<file path="config.mk">
export PLATFORM = sky130hd
export DESIGN_NAME = ikm_base_solver_flat
export DESIGN_NICKNAME = d
export VERILOG_FILES = /design/src/rtl/ikm_pkg.sv /design/src/rtl/ikm_base_solver_if.sv /design/src/rtl/ikm_cordic_vec.sv /design/src/rtl/ikm_base_solver.sv /design/src/flat_wrapper.sv
export SDC_FILE = /design/constraint.sdc
export NUM_CORES = 2
export LEC_CHECK = 0
export ABC_AREA = 1
export CAP_MARGIN = 25
export CORE_ASPECT_RATIO = 1.25
export CORE_UTILIZATION = 35
export DETAILED_ROUTE_END_ITERATION = 8
export PLACE_DENSITY_LB_ADDON = 0.1
export SETUP_SLACK_MARGIN = 0.15
export SLEW_MARGIN = 20
export SYNTH_ARGS = -nofsm -noshare
export SYNTH_HDL_FRONTEND = slang
export SYNTH_HIERARCHICAL = 1
export SYNTH_SLANG_ARGS = --single-unit
</file>
<file path="constraint.sdc">
create_clock -name clk -period 15.5 [get_ports clk]
set_input_delay 3.1 -clock clk [delete_from_list [all_inputs] [get_ports clk]]
set_output_delay 3.1 -clock clk [all_outputs]
set_load 0.05 [all_outputs]
</file>
<file path="src/rtl/ikm_pkg.sv">
// rtl/ikm_pkg.sv - shared constants, angle table and state type for the IK base solver
package ikm_pkg;

  localparam int ANGLE_W         = 32;
  localparam int BASE_HEIGHT_DEF = 290;
  // Fractional bits below the integer datapath; without them truncation in the
  // micro-rotations swamps the angle for poses of only a few hundred units.
  localparam int FRAC_W          = 24;
  localparam int ITW             = 5;

  localparam logic [15:0]        CORDIC_INV_GAIN_Q16 = 16'd39797;
  localparam logic [ANGLE_W-1:0] ANGLE_HALF          = 32'h8000_0000;

  // round(atan(2^-i) * 2^32 / (2*pi))
  localparam logic [ANGLE_W-1:0] ATAN [0:29] = '{
    32'h2000_0000, 32'h12E4_051E, 32'h09FB_385B, 32'h0511_11D4,
    32'h028B_0D43, 32'h0145_D7E1, 32'h00A2_F61E, 32'h0051_7C55,
    32'h0028_BE53, 32'h0014_5F2F, 32'h000A_2F98, 32'h0005_17CC,
    32'h0002_8BE6, 32'h0001_45F3, 32'h0000_A2FA, 32'h0000_517D,
    32'h0000_28BE, 32'h0000_145F, 32'h0000_0A30, 32'h0000_0518,
    32'h0000_028C, 32'h0000_0146, 32'h0000_00A3, 32'h0000_0051,
    32'h0000_0029, 32'h0000_0014, 32'h0000_000A, 32'h0000_0005,
    32'h0000_0003, 32'h0000_0001
  };

  typedef enum logic [1:0] {
    ST_IDLE   = 2'd0,
    ST_ROTATE = 2'd1,
    ST_SCALE  = 2'd2,
    ST_DONE   = 2'd3
  } ikm_state_t;

endpackage

</file>
<file path="src/rtl/ikm_base_solver_if.sv">
// rtl/ikm_base_solver_if.sv - pose in / base-joint result out handshake bundle
interface ikm_base_solver_if #(
  parameter int IW = 32
);
  import ikm_pkg::*;

  logic                   in_valid;
  logic                   in_ready;
  logic signed [IW-1:0]   pos_x;
  logic signed [IW-1:0]   pos_y;
  logic signed [IW-1:0]   pos_z;
  logic                   out_valid;
  logic                   out_ready;
  logic [ANGLE_W-1:0]     jnt0;
  logic [31:0]            reach;
  logic signed [IW-1:0]   height;

  modport master (
    output in_valid, pos_x, pos_y, pos_z, out_ready,
    input  in_ready, out_valid, jnt0, reach, height
  );

  modport slave (
    input  in_valid, pos_x, pos_y, pos_z, out_ready,
    output in_ready, out_valid, jnt0, reach, height
  );

endinterface

</file>
<file path="src/rtl/ikm_cordic_vec.sv">
// rtl/ikm_cordic_vec.sv - vectoring CORDIC datapath, one micro-rotation per clock
module ikm_cordic_vec
  import ikm_pkg::*;
#(
  parameter int ITER = 24,
  parameter int DW   = 59
) (
  input  logic                  clk,
  input  logic                  reset,
  input  logic                  i_load,
  input  logic                  i_run,
  input  logic signed [DW-1:0]  i_x,
  input  logic signed [DW-1:0]  i_y,
  input  logic [ANGLE_W-1:0]    i_a,
  output logic                  o_last,
  output logic signed [DW-1:0]  o_x,
  output logic [ANGLE_W-1:0]    o_a
);

  logic signed [DW-1:0] r_x;
  logic signed [DW-1:0] r_y;
  logic [ANGLE_W-1:0]   r_a;
  logic [ITW-1:0]       r_iter;

  logic signed [DW-1:0] w_x_sh;
  logic signed [DW-1:0] w_y_sh;
  logic [ANGLE_W-1:0]   w_atan;

  assign w_x_sh = r_x >>> r_iter;
  assign w_y_sh = r_y >>> r_iter;
  assign w_atan = ATAN[r_iter];

  always_ff @(posedge clk or posedge reset) begin
    if (reset) begin
      r_x    <= '0;
      r_y    <= '0;
      r_a    <= '0;
      r_iter <= '0;
    end else if (i_load) begin
      r_x    <= i_x;
      r_y    <= i_y;
      r_a    <= i_a;
      r_iter <= '0;
    end else if (i_run) begin
      // Drive Y toward zero; both updates use the pre-edge X/Y.
      if (!r_y[DW-1]) begin
        r_x <= r_x + w_y_sh;
        r_y <= r_y - w_x_sh;
        r_a <= r_a + w_atan;
      end else begin
        r_x <= r_x - w_y_sh;
        r_y <= r_y + w_x_sh;
        r_a <= r_a - w_atan;
      end
      r_iter <= r_iter + 1'b1;
    end
  end

  assign o_last = (r_iter == ITW'(ITER - 1));
  assign o_x    = r_x;
  assign o_a    = r_a;

endmodule

</file>
<file path="src/rtl/ikm_base_solver.sv">
// rtl/ikm_base_solver.sv - base joint angle, planar reach and shoulder height from an end-effector position
module ikm_base_solver
  import ikm_pkg::*;
#(
  parameter int ITER        = 24,
  parameter int BASE_HEIGHT = BASE_HEIGHT_DEF,
  parameter int IW          = 32,
  parameter int GW          = 3
) (
  input  logic              clk,
  input  logic              reset,
  ikm_base_solver_if.slave  bus
);

  localparam int DW = IW + GW + FRAC_W;
  localparam int PW = DW + 16;

  ikm_state_t r_state;
  ikm_state_t w_next;
  logic       w_load;
  logic       w_run;
  logic       w_last;

  logic [ANGLE_W-1:0]  r_jnt0;
  logic [31:0]         r_reach;
  logic signed [IW-1:0] r_height;
  logic                r_zero;

  logic signed [DW-1:0] w_x_ext;
  logic signed [DW-1:0] w_z_ext;
  logic signed [DW-1:0] w_x0;
  logic signed [DW-1:0] w_y0;
  logic [ANGLE_W-1:0]   w_a0;
  logic signed [IW:0]   w_hdiff;
  logic signed [IW-1:0] w_height_sat;
  logic signed [DW-1:0] w_cx;
  logic [ANGLE_W-1:0]   w_ca;
  logic [PW-1:0]        w_prod;
  logic [PW-1:0]        w_prod_sh;
  logic [31:0]          w_reach_sat;

  // Quadrant pre-rotation folds z<0 into the right half-plane CORDIC covers.
  assign w_x_ext = {{GW{bus.pos_x[IW-1]}}, bus.pos_x, {FRAC_W{1'b0}}};
  assign w_z_ext = {{GW{bus.pos_z[IW-1]}}, bus.pos_z, {FRAC_W{1'b0}}};
  assign w_x0    = bus.pos_z[IW-1] ? -w_z_ext : w_z_ext;
  assign w_y0    = bus.pos_z[IW-1] ? -w_x_ext : w_x_ext;
  assign w_a0    = bus.pos_z[IW-1] ? ANGLE_HALF : '0;

  assign w_hdiff = {bus.pos_y[IW-1], bus.pos_y} - (IW+1)'(BASE_HEIGHT);

  always_comb begin
    w_height_sat = w_hdiff[IW-1:0];
    if (w_hdiff[IW] != w_hdiff[IW-1])
      w_height_sat = w_hdiff[IW] ? {1'b1, {(IW-1){1'b0}}} : {1'b0, {(IW-1){1'b1}}};
  end

  ikm_cordic_vec #(
    .ITER (ITER),
    .DW   (DW)
  ) u_cordic (
    .clk    (clk),
    .reset  (reset),
    .i_load (w_load),
    .i_run  (w_run),
    .i_x    (w_x0),
    .i_y    (w_y0),
    .i_a    (w_a0),
    .o_last (w_last),
    .o_x    (w_cx),
    .o_a    (w_ca)
  );

  // X is never negative after pre-rotation, so an unsigned product is exact.
  assign w_prod      = PW'($unsigned(w_cx)) * PW'(CORDIC_INV_GAIN_Q16);
  assign w_prod_sh   = w_prod >> (16 + FRAC_W);
  assign w_reach_sat = (w_prod_sh > PW'(32'hFFFF_FFFF)) ? 32'hFFFF_FFFF : w_prod_sh[31:0];

  always_ff @(posedge clk or posedge reset) begin
    if (reset) r_state <= ST_IDLE;
    else       r_state <= w_next;
  end

  always_comb begin
    w_next = r_state;
    w_load = 1'b0;
    w_run  = 1'b0;
    case (r_state)
      ST_IDLE: begin
        if (bus.in_valid) begin
          w_load = 1'b1;
          w_next = ST_ROTATE;
        end
      end
      ST_ROTATE: begin
        w_run = 1'b1;
        if (w_last) w_next = ST_SCALE;
      end
      ST_SCALE: w_next = ST_DONE;
      ST_DONE:  if (bus.out_ready) w_next = ST_IDLE;
      default:  w_next = ST_IDLE;
    endcase
  end

  always_ff @(posedge clk or posedge reset) begin
    if (reset) begin
      r_jnt0   <= '0;
      r_reach  <= '0;
      r_height <= '0;
      r_zero   <= 1'b0;
    end else begin
      if (w_load) begin
        r_height <= w_height_sat;
        r_zero   <= (bus.pos_x == '0) && (bus.pos_z == '0);
      end
      // The origin has no direction; CORDIC would otherwise sum every ATAN entry.
      if (r_state == ST_SCALE) begin
        r_reach <= w_reach_sat;
        r_jnt0  <= r_zero ? '0 : w_ca;
      end
    end
  end

  assign bus.in_ready  = (r_state == ST_IDLE);
  assign bus.out_valid = (r_state == ST_DONE);
  assign bus.jnt0      = r_jnt0;
  assign bus.reach     = r_reach;
  assign bus.height    = r_height;

endmodule

</file>
<file path="src/flat_wrapper.sv">
// flat-port wrapper written by rule: the top's interface ports become plain ports
module ikm_base_solver_flat import ikm_pkg::*;
#(
  parameter int ITER        = 24,
  parameter int BASE_HEIGHT = BASE_HEIGHT_DEF,
  parameter int IW          = 32,
  parameter int GW          = 3
)
  (clk, reset, bus_in_valid, bus_pos_x, bus_pos_y, bus_pos_z, bus_out_ready, bus_in_ready, bus_out_valid, bus_jnt0, bus_reach, bus_height);
  ikm_base_solver_if #(.IW(IW)) bus_i ();
  input  logic clk;
  input  logic reset;
  input wire logic [$bits(bus_i.in_valid)-1:0] bus_in_valid;
  input wire logic [$bits(bus_i.pos_x)-1:0] bus_pos_x;
  input wire logic [$bits(bus_i.pos_y)-1:0] bus_pos_y;
  input wire logic [$bits(bus_i.pos_z)-1:0] bus_pos_z;
  input wire logic [$bits(bus_i.out_ready)-1:0] bus_out_ready;
  output wire logic [$bits(bus_i.in_ready)-1:0] bus_in_ready;
  output wire logic [$bits(bus_i.out_valid)-1:0] bus_out_valid;
  output wire logic [$bits(bus_i.jnt0)-1:0] bus_jnt0;
  output wire logic [$bits(bus_i.reach)-1:0] bus_reach;
  output wire logic [$bits(bus_i.height)-1:0] bus_height;
  assign bus_i.in_valid = bus_in_valid;
  assign bus_i.pos_x = bus_pos_x;
  assign bus_i.pos_y = bus_pos_y;
  assign bus_i.pos_z = bus_pos_z;
  assign bus_i.out_ready = bus_out_ready;
  assign bus_in_ready = bus_i.in_ready;
  assign bus_out_valid = bus_i.out_valid;
  assign bus_jnt0 = bus_i.jnt0;
  assign bus_reach = bus_i.reach;
  assign bus_height = bus_i.height;
  ikm_base_solver #(.ITER(ITER), .BASE_HEIGHT(BASE_HEIGHT), .IW(IW), .GW(GW)) u_core (.clk(clk), .reset(reset), .bus(bus_i));
endmodule
</file>
### Yosys cells after proc, flatten, opt, wreduce, memory -nomap -nowiden

Memory sizes are Yosys's and may differ from the RTL's.
Index checks and enable logic that the tools add are counted.
Widths: inputs -> output; s select.

| cells by class | value |
|---|---|
| multipliers | 1 |
| shifts and indexed selects | 2 |
| bitwise gates (word level) | 1 |
| $lt $le $gt $ge | 2 |
| add/subtract/negate cells | 10 |
| equal/unequal tests | 8 |
| mux-type cells | 27 |
| reduce and logical (&&, ||, !) cells | 6 |

Operator list:

| cell | number |
|---|---|
| $mux 59 | 8 |
| $mux 32 | 10 |
| $add 59x59->59 | 2 |
| $neg 56->59 | 2 |
| $sshr 59x5->59 | 2 |
| $sub 59x59->59 | 2 |
| $mul 59x16->75 const B | 1 |
| $logic_not 32->1 | 2 |
| $gt 35x32->1 const B | 1 |
| $sub 32x10->33 const B | 1 |
| $add 32x32->32 | 1 |
| $sub 32x32->32 | 1 |
| $mux 5 | 2 |
| $pmux 2 s4 | 1 |
| $ge 6x6->1 const B | 1 |
| $mux 2 | 3 |
| $ne 2x2->1 const B | 3 |
| $not 5->6 | 1 |
| $add 5x1->5 const B | 1 |
| $eq 5x5->1 const B | 1 |
| $eq 2x2->1 const B | 2 |
| $mux 1 | 3 |
| $reduce_and 3->1 | 1 |
| $eq 2x1->1 const B | 1 |
| other kinds (4) | 4 |

| storage, ports and cells | value |
|---|---|
| bits in read-only memories | 1,024 |
| bits of input ports | 100 |
| memories | 1 |
| logic and storage cells | 67 |
| output and inout port bits | 98 |
| flip-flop bits (word level) | 254 |

Memories:

| name | words | width | read ports | clocked after memory_dff | wr ports | RTL line | RTL |
|---|---|---|---|---|---|---|---|
| (name not given) | 32 | 32 | 1 | 0 | 0 | ikm_cordic_vec.sv:31 | `assign w_atan = ATAN[r_iter];` |

### Depth between registers and ports, before layout

| logic depth | value |
|---|---|
| word-level depth | 8 |
| depth in mapped cells | 39 |

### Hierarchy

The synthesis kept the hierarchy.

By module, submodules not included:

| module | times used | area an instance (um^2) | seq. area each (um^2) | cells each |
|---|---|---|---|---|
| ikm_cordic_vec | 1 | 27,398.8 | 3,878.7 | 4,923 |
| ikm_base_solver | 1 | 26,188.9 | 2,477.4 | 3,334 |

### Worst setup path before layout

No wires, ideal clock.

| timing | value |
|---|---|
| kind | register to register |
| from | register u_core.u_cordic.r_x[34] (netlist: u_core/u_cordic/o_x[34]) |
| to | register u_core.r_reach[2] (netlist: u_core/bus.reach[2]) |
| clock period less this slack | 5.590 ns |
| cell stages (with the launch flop) | 27 |
| library setup time | 0.113 ns |
| arrival | 5.477 ns |
| setup slack | 9.910 ns |
| path buffers | 1 |
| data required time | 15.387 ns |
| cells stage by stage | dfrtp_1 > inv_1 > fa_1 > fa_1 > inv_1 > fa_1 > fa_1 > fa_1 > inv_1 > fa_1 > inv_1 > ha_1 > nand2_1 > nor2_1 > inv_2 > nor2_2 > and3_1 > nand2_1 > nand2_1 > nand2_1 > nand3_1 > nand2_1 > nor2_4 > buf_6 > nand3_1 > nand2_1 > inv_1 |

| on the way | value |
|---|---|
| cells in the longest elaborated chain, start to end | 3 |

Ends and longest elaborated chain:

| item | RTL line | RTL |
|---|---|---|
| from (decl) | ikm_cordic_vec.sv:20 | `logic signed [DW-1:0] r_x;` |
| from (signal assigned) | ikm_cordic_vec.sv:40 | `r_x <= i_x;` |
| from (signal assigned) | ikm_cordic_vec.sv:47 | `r_x <= r_x + w_y_sh;` |
| from (signal assigned) | ikm_cordic_vec.sv:51 | `r_x <= r_x - w_y_sh;` |
| $mul 59x16->75 (*) | ikm_base_solver.sv:74 | `assign w_prod = PW'($unsigned(w_cx)) * PW'(CORDIC_INV_GAIN_Q16);` |
| $gt 35x32->1 | ikm_base_solver.sv:76 | `assign w_reach_sat = (w_prod_sh > PW'(32'hFFFF_FFFF)) ? 32'hFFFF_FFFF : w_prod_sh[31:0];` |
| $mux 32 (*) | ikm_base_solver.sv:76 |  |
| to (signal assigned) | ikm_base_solver.sv:117 | `r_reach <= w_reach_sat;` |
| to (decl) | ikm_base_solver.sv:25 | `logic [31:0] r_reach;` |

Mark *: on every way between the ends. The rest lies on a longest branch, timed or not.
A chain may end at the register's enable or synchronous reset.

### Worst setup path in the final report

| timing | value |
|---|---|
| from | register u_core.u_cordic.r_iter[1] |
| to | register u_core.u_cordic.r_x[45] (netlist: u_core/u_cordic/o_x[45]) |

| on the way | value |
|---|---|
| cells in the longest elaborated chain, start to end | 5 |
| elaborated cells between the ends (all ways) | 6 |
| classes of those cells | add/sub: 2; shift: 1; mux: 3 |

Ends and longest elaborated chain:

| item | RTL line | RTL |
|---|---|---|
| from (decl) | ikm_cordic_vec.sv:23 | `logic [ITW-1:0] r_iter;` |
| from (signal assigned) | ikm_cordic_vec.sv:55 | `r_iter <= r_iter + 1'b1;` |
| $sshr 59x5->59 (*) | ikm_cordic_vec.sv:30 | `assign w_y_sh = r_y >>> r_iter;` |
| $add 59x59->59 or $sub 59x59->59 (tied branches) | ikm_cordic_vec.sv:47, ikm_cordic_vec.sv:51 |  |
| $mux 59 (*) | ikm_cordic_vec.sv:46 | `if (!r_y[DW-1]) begin` |
| $mux 59 (*) | ikm_cordic_vec.sv:44 | `end else if (i_run) begin` |
| $mux 59 (*) | ikm_cordic_vec.sv:39 | `end else if (i_load) begin` |

Mark *: on every way between the ends. The rest lies on a longest branch, timed or not. The select of a mux whose other input is x is not followed.

==> flow_summary_export.csv <==
group,metric,value,unit
logic_synthesis,synthArstFlopShare,100,%
detailed_routing,vias_per_cell,5.26,
clocking,cts_root_buf,"clkbuf_16",
global_routing,grt_max_degree,92,
global_routing,grt_pass1_vias,56186,
clocking,clk_latency,0.66,ns
floorplan,core_area,152000,um2
hold_path,hp-class,"reg -> reg",
sta,setup_tns,0,ns
clocking,cts.sinks,254,
clocking,ctsResizeCount,0,
logic_synthesis,synth_top_area_cell,"fa_1",
logic_synthesis,netlist_instances,8257,
logic_synthesis,synth.area.top_cells,"fa_1 (16%), nand2_1 (14%), dfrtp_1 (12%)",
clocking,cts_buffer_depth,3,
global_routing,globalRouteMet2Util,54.3,%
clocking,cts-hold-fix-buffers,0,
detailed_routing,num_vias,55176,
global_routing,grt_busiest_layer,"met2",
critical_path,worstPathArrival,8.39,ns
detailed_routing,finalWirelength,230,mm
critical_path,worstSetupStartpoint,"u_core/u_cordic/r_iter[1]",
sta,min_period_over_period,51.0,%
sta,clock.fmax,0.127,GHz
detailed_routing,drt-pass1-iter-count,8,
sta,setup_violations,0,
global_routing,grt_pass1_wl,343,mm
global_routing,gr-usage-met3,2.30,%
detailed_routing,final_antenna_net_count,0,
floorplan,io_pins,198,
logic_synthesis,syn_area,53600,um2
critical_path,crit_type,"reg -> reg",
logic_synthesis,synth_edf_count,0,
logic_synthesis,ys.flop_type,"dfrtp_1",
run_status,status,"completed",
sta,post-route-min-period,7.90,ns
detailed_routing,drt_iter0_drc,3646,
clocking,cts_tree,"built",
hold_path,hp-start,"u_core/r_zero",
logic_synthesis,ys_seq_area_share,11.9,%
critical_path,path_common_cell,"nand3_1",
sta,slew_violations,0,
logic_synthesis,synth.distinct_cells,64,
job,maxCapViolations,0,
sta,max-slew-margin-rel,30.8,%
global_routing,grt_util_all_layers,29.2,%
layout,final_util,39.0,%
floorplan,die_area,155000,um2
layout,final_nets,9450,
sta,report.final.hold_viol_count,0,
floorplan,num_rows,160,
logic_synthesis,post-synth-top-count-cell,"nand2_1",
global_routing,grt.overflow.total,0,
sta,rsz0062_at_grt,"no",
critical_path,crit_fanout,70,
logic_synthesis,ys_ff_latch,254,
critical_path,crit_required,16.00,ns
layout,drive_above_1_share,4.68,%
global_routing,antenna_found_initial,1,
floorplan,die_width,352,um
layout,n_antenna_cell,0,
clocking,clk_pin_slew,0.06,ns
layout,fillCellCount,16805,
place,gp_congestion,1.01,
clocking,cts-buffers-inserted,39,
clocking,cts_setup_buffers,0,
critical_path,cpMaxStageDelayCell,"buf_4",
place,port_buffers,197,
floorplan,start_util,35.2,%
place,hpwl,190,mm
detailed_routing,drc,0,
logic_synthesis,yosysWarnings,6,
critical_path,slowest_delay,0.77,ns
floorplan,die_y,439,um
critical_path,r2r_start,"u_core/u_cordic/r_iter[1]",
critical_path,critPathCaptureType,"flop",
layout,syn2layout_area_growth,10.7,%
logic_synthesis,synth_top_area_share,16.3,%
critical_path,critPathLaunchType,"flop",
clocking,h-tree-depth,2,
global_routing,use_met1,32.4,%
detailed_routing,wire_per_inst,21.9,um
sta,tightest_slew,1.04,ns
logic_synthesis,synth_top_cells_by_count,"nand2_1 (2068), inv_1 (1297), nand3_1 (920), nor2_1 (738), ha_1 (483)",
sta,fin_skew,0.0354,ns
logic_synthesis,avgSynthCellArea,6.49,um2
## critical path: cells and delay by family (launching register included)
kind	cells	cell delay, ns
simple gates	15	2.32
buf+inv	3	1.48
xor+xnor	1	0.33
flops	1	0.72
compound gates	7	2.05
fa+ha+maj	2	0.73
## routing by layer
metal,routed length (um),vias up
li1,-,26903
met1,88700,26368
met2,118000,1409
met3,7610,496
met4,15100,0
met5,0,-
## worst paths after layout
kind                                            to  slack (ns)  cells past startpoint
setup / recovery           u_core/u_cordic/o_x[45]        7.60                     28
hold reg to reg                      u_core/r_zero        0.48                      2
max in group asynchronous            u_core/r_zero       11.24                      3
hold / removal                       u_core/r_zero        0.48                      2
min in group asynchronous   u_core/u_cordic/o_x[1]        2.97                      2
setup reg to reg           u_core/u_cordic/o_x[45]        7.60                     28
## flip-flops by register name, summed over array words and instances (netlist names)
name and flops:
u_core/u_cordic/o_a 32, u_core/bus.height 32, u_core/r_zero 1, u_core/r_state 2, u_core/u_cordic/r_iter 5, u_core/u_cordic/r_y 59, u_core/bus.jnt0 32, u_core/bus.reach 32
u_core/u_cordic/o_x 59
## kinds of logic after synthesis
kind of cell | Yosys count | share of synthesized area (%)
simple gates | 4058 | 32.3
buf+inv | 1586 | 11.6
compound gates | 1213 | 13.0
fa+ha+maj | 919 | 27.6
flops | 254 | 11.9
xor+xnor | 225 | 3.68
other cells | 1 | 0.00700
mux | 1 | 0.0187
## per-stage QoR
step / worst slack [ns] / cells / instance area [um2] / hold WS, ns
floorplan: 8.22 / 8338 / 53900 / 0.442
global placement: 7.74 / 10409 / 57900 / 0.465
detailed placement: 7.81 / 10411 / 58000 / 0.473
CTS: 7.76 / 10481 / 59300 / 0.486
global route: 7.39 / 10485 / 59300 / 0.512
finish: 7.60 / 10485 / 59300 / 0.479
## layout by cell type, fill, tap and decap left out, types with 109 or more instances in the layout
| master | netlist | layout |
|---|---|---|
| dfrtp_1 | 254 | 248 |
| nand3_1 | 920 | 920 |
| inv_1 | 1297 | 1292 |
| fa_1 | 436 | 436 |
| o21ai_0 | 353 | 353 |
| nor2_1 | 738 | 734 |
| a21oi_1 | 464 | 464 |
| ha_1 | 483 | 483 |
| nand2_1 | 2068 | 2068 |
| xor2_1 | 152 | 152 |
| clkdlybuf4s50_1 | 0 | 196 |
| a22oi_1 | 109 | 109 |
## layout make-up
class,count,area (um2),area share (%)
multi-input combinational,6498,41300,69.7
clock buffer,49,1030,1.74
tap,2025,2530,4.27
timing repair buffer,285,2690,4.53
clock inverter,21,280,0.472
inverter,1353,5100,8.59
sequential,254,6370,10.7
Power is not shown: default switching activity piles up to over one toggle a cycle in this logic, so the estimate is an artifact.
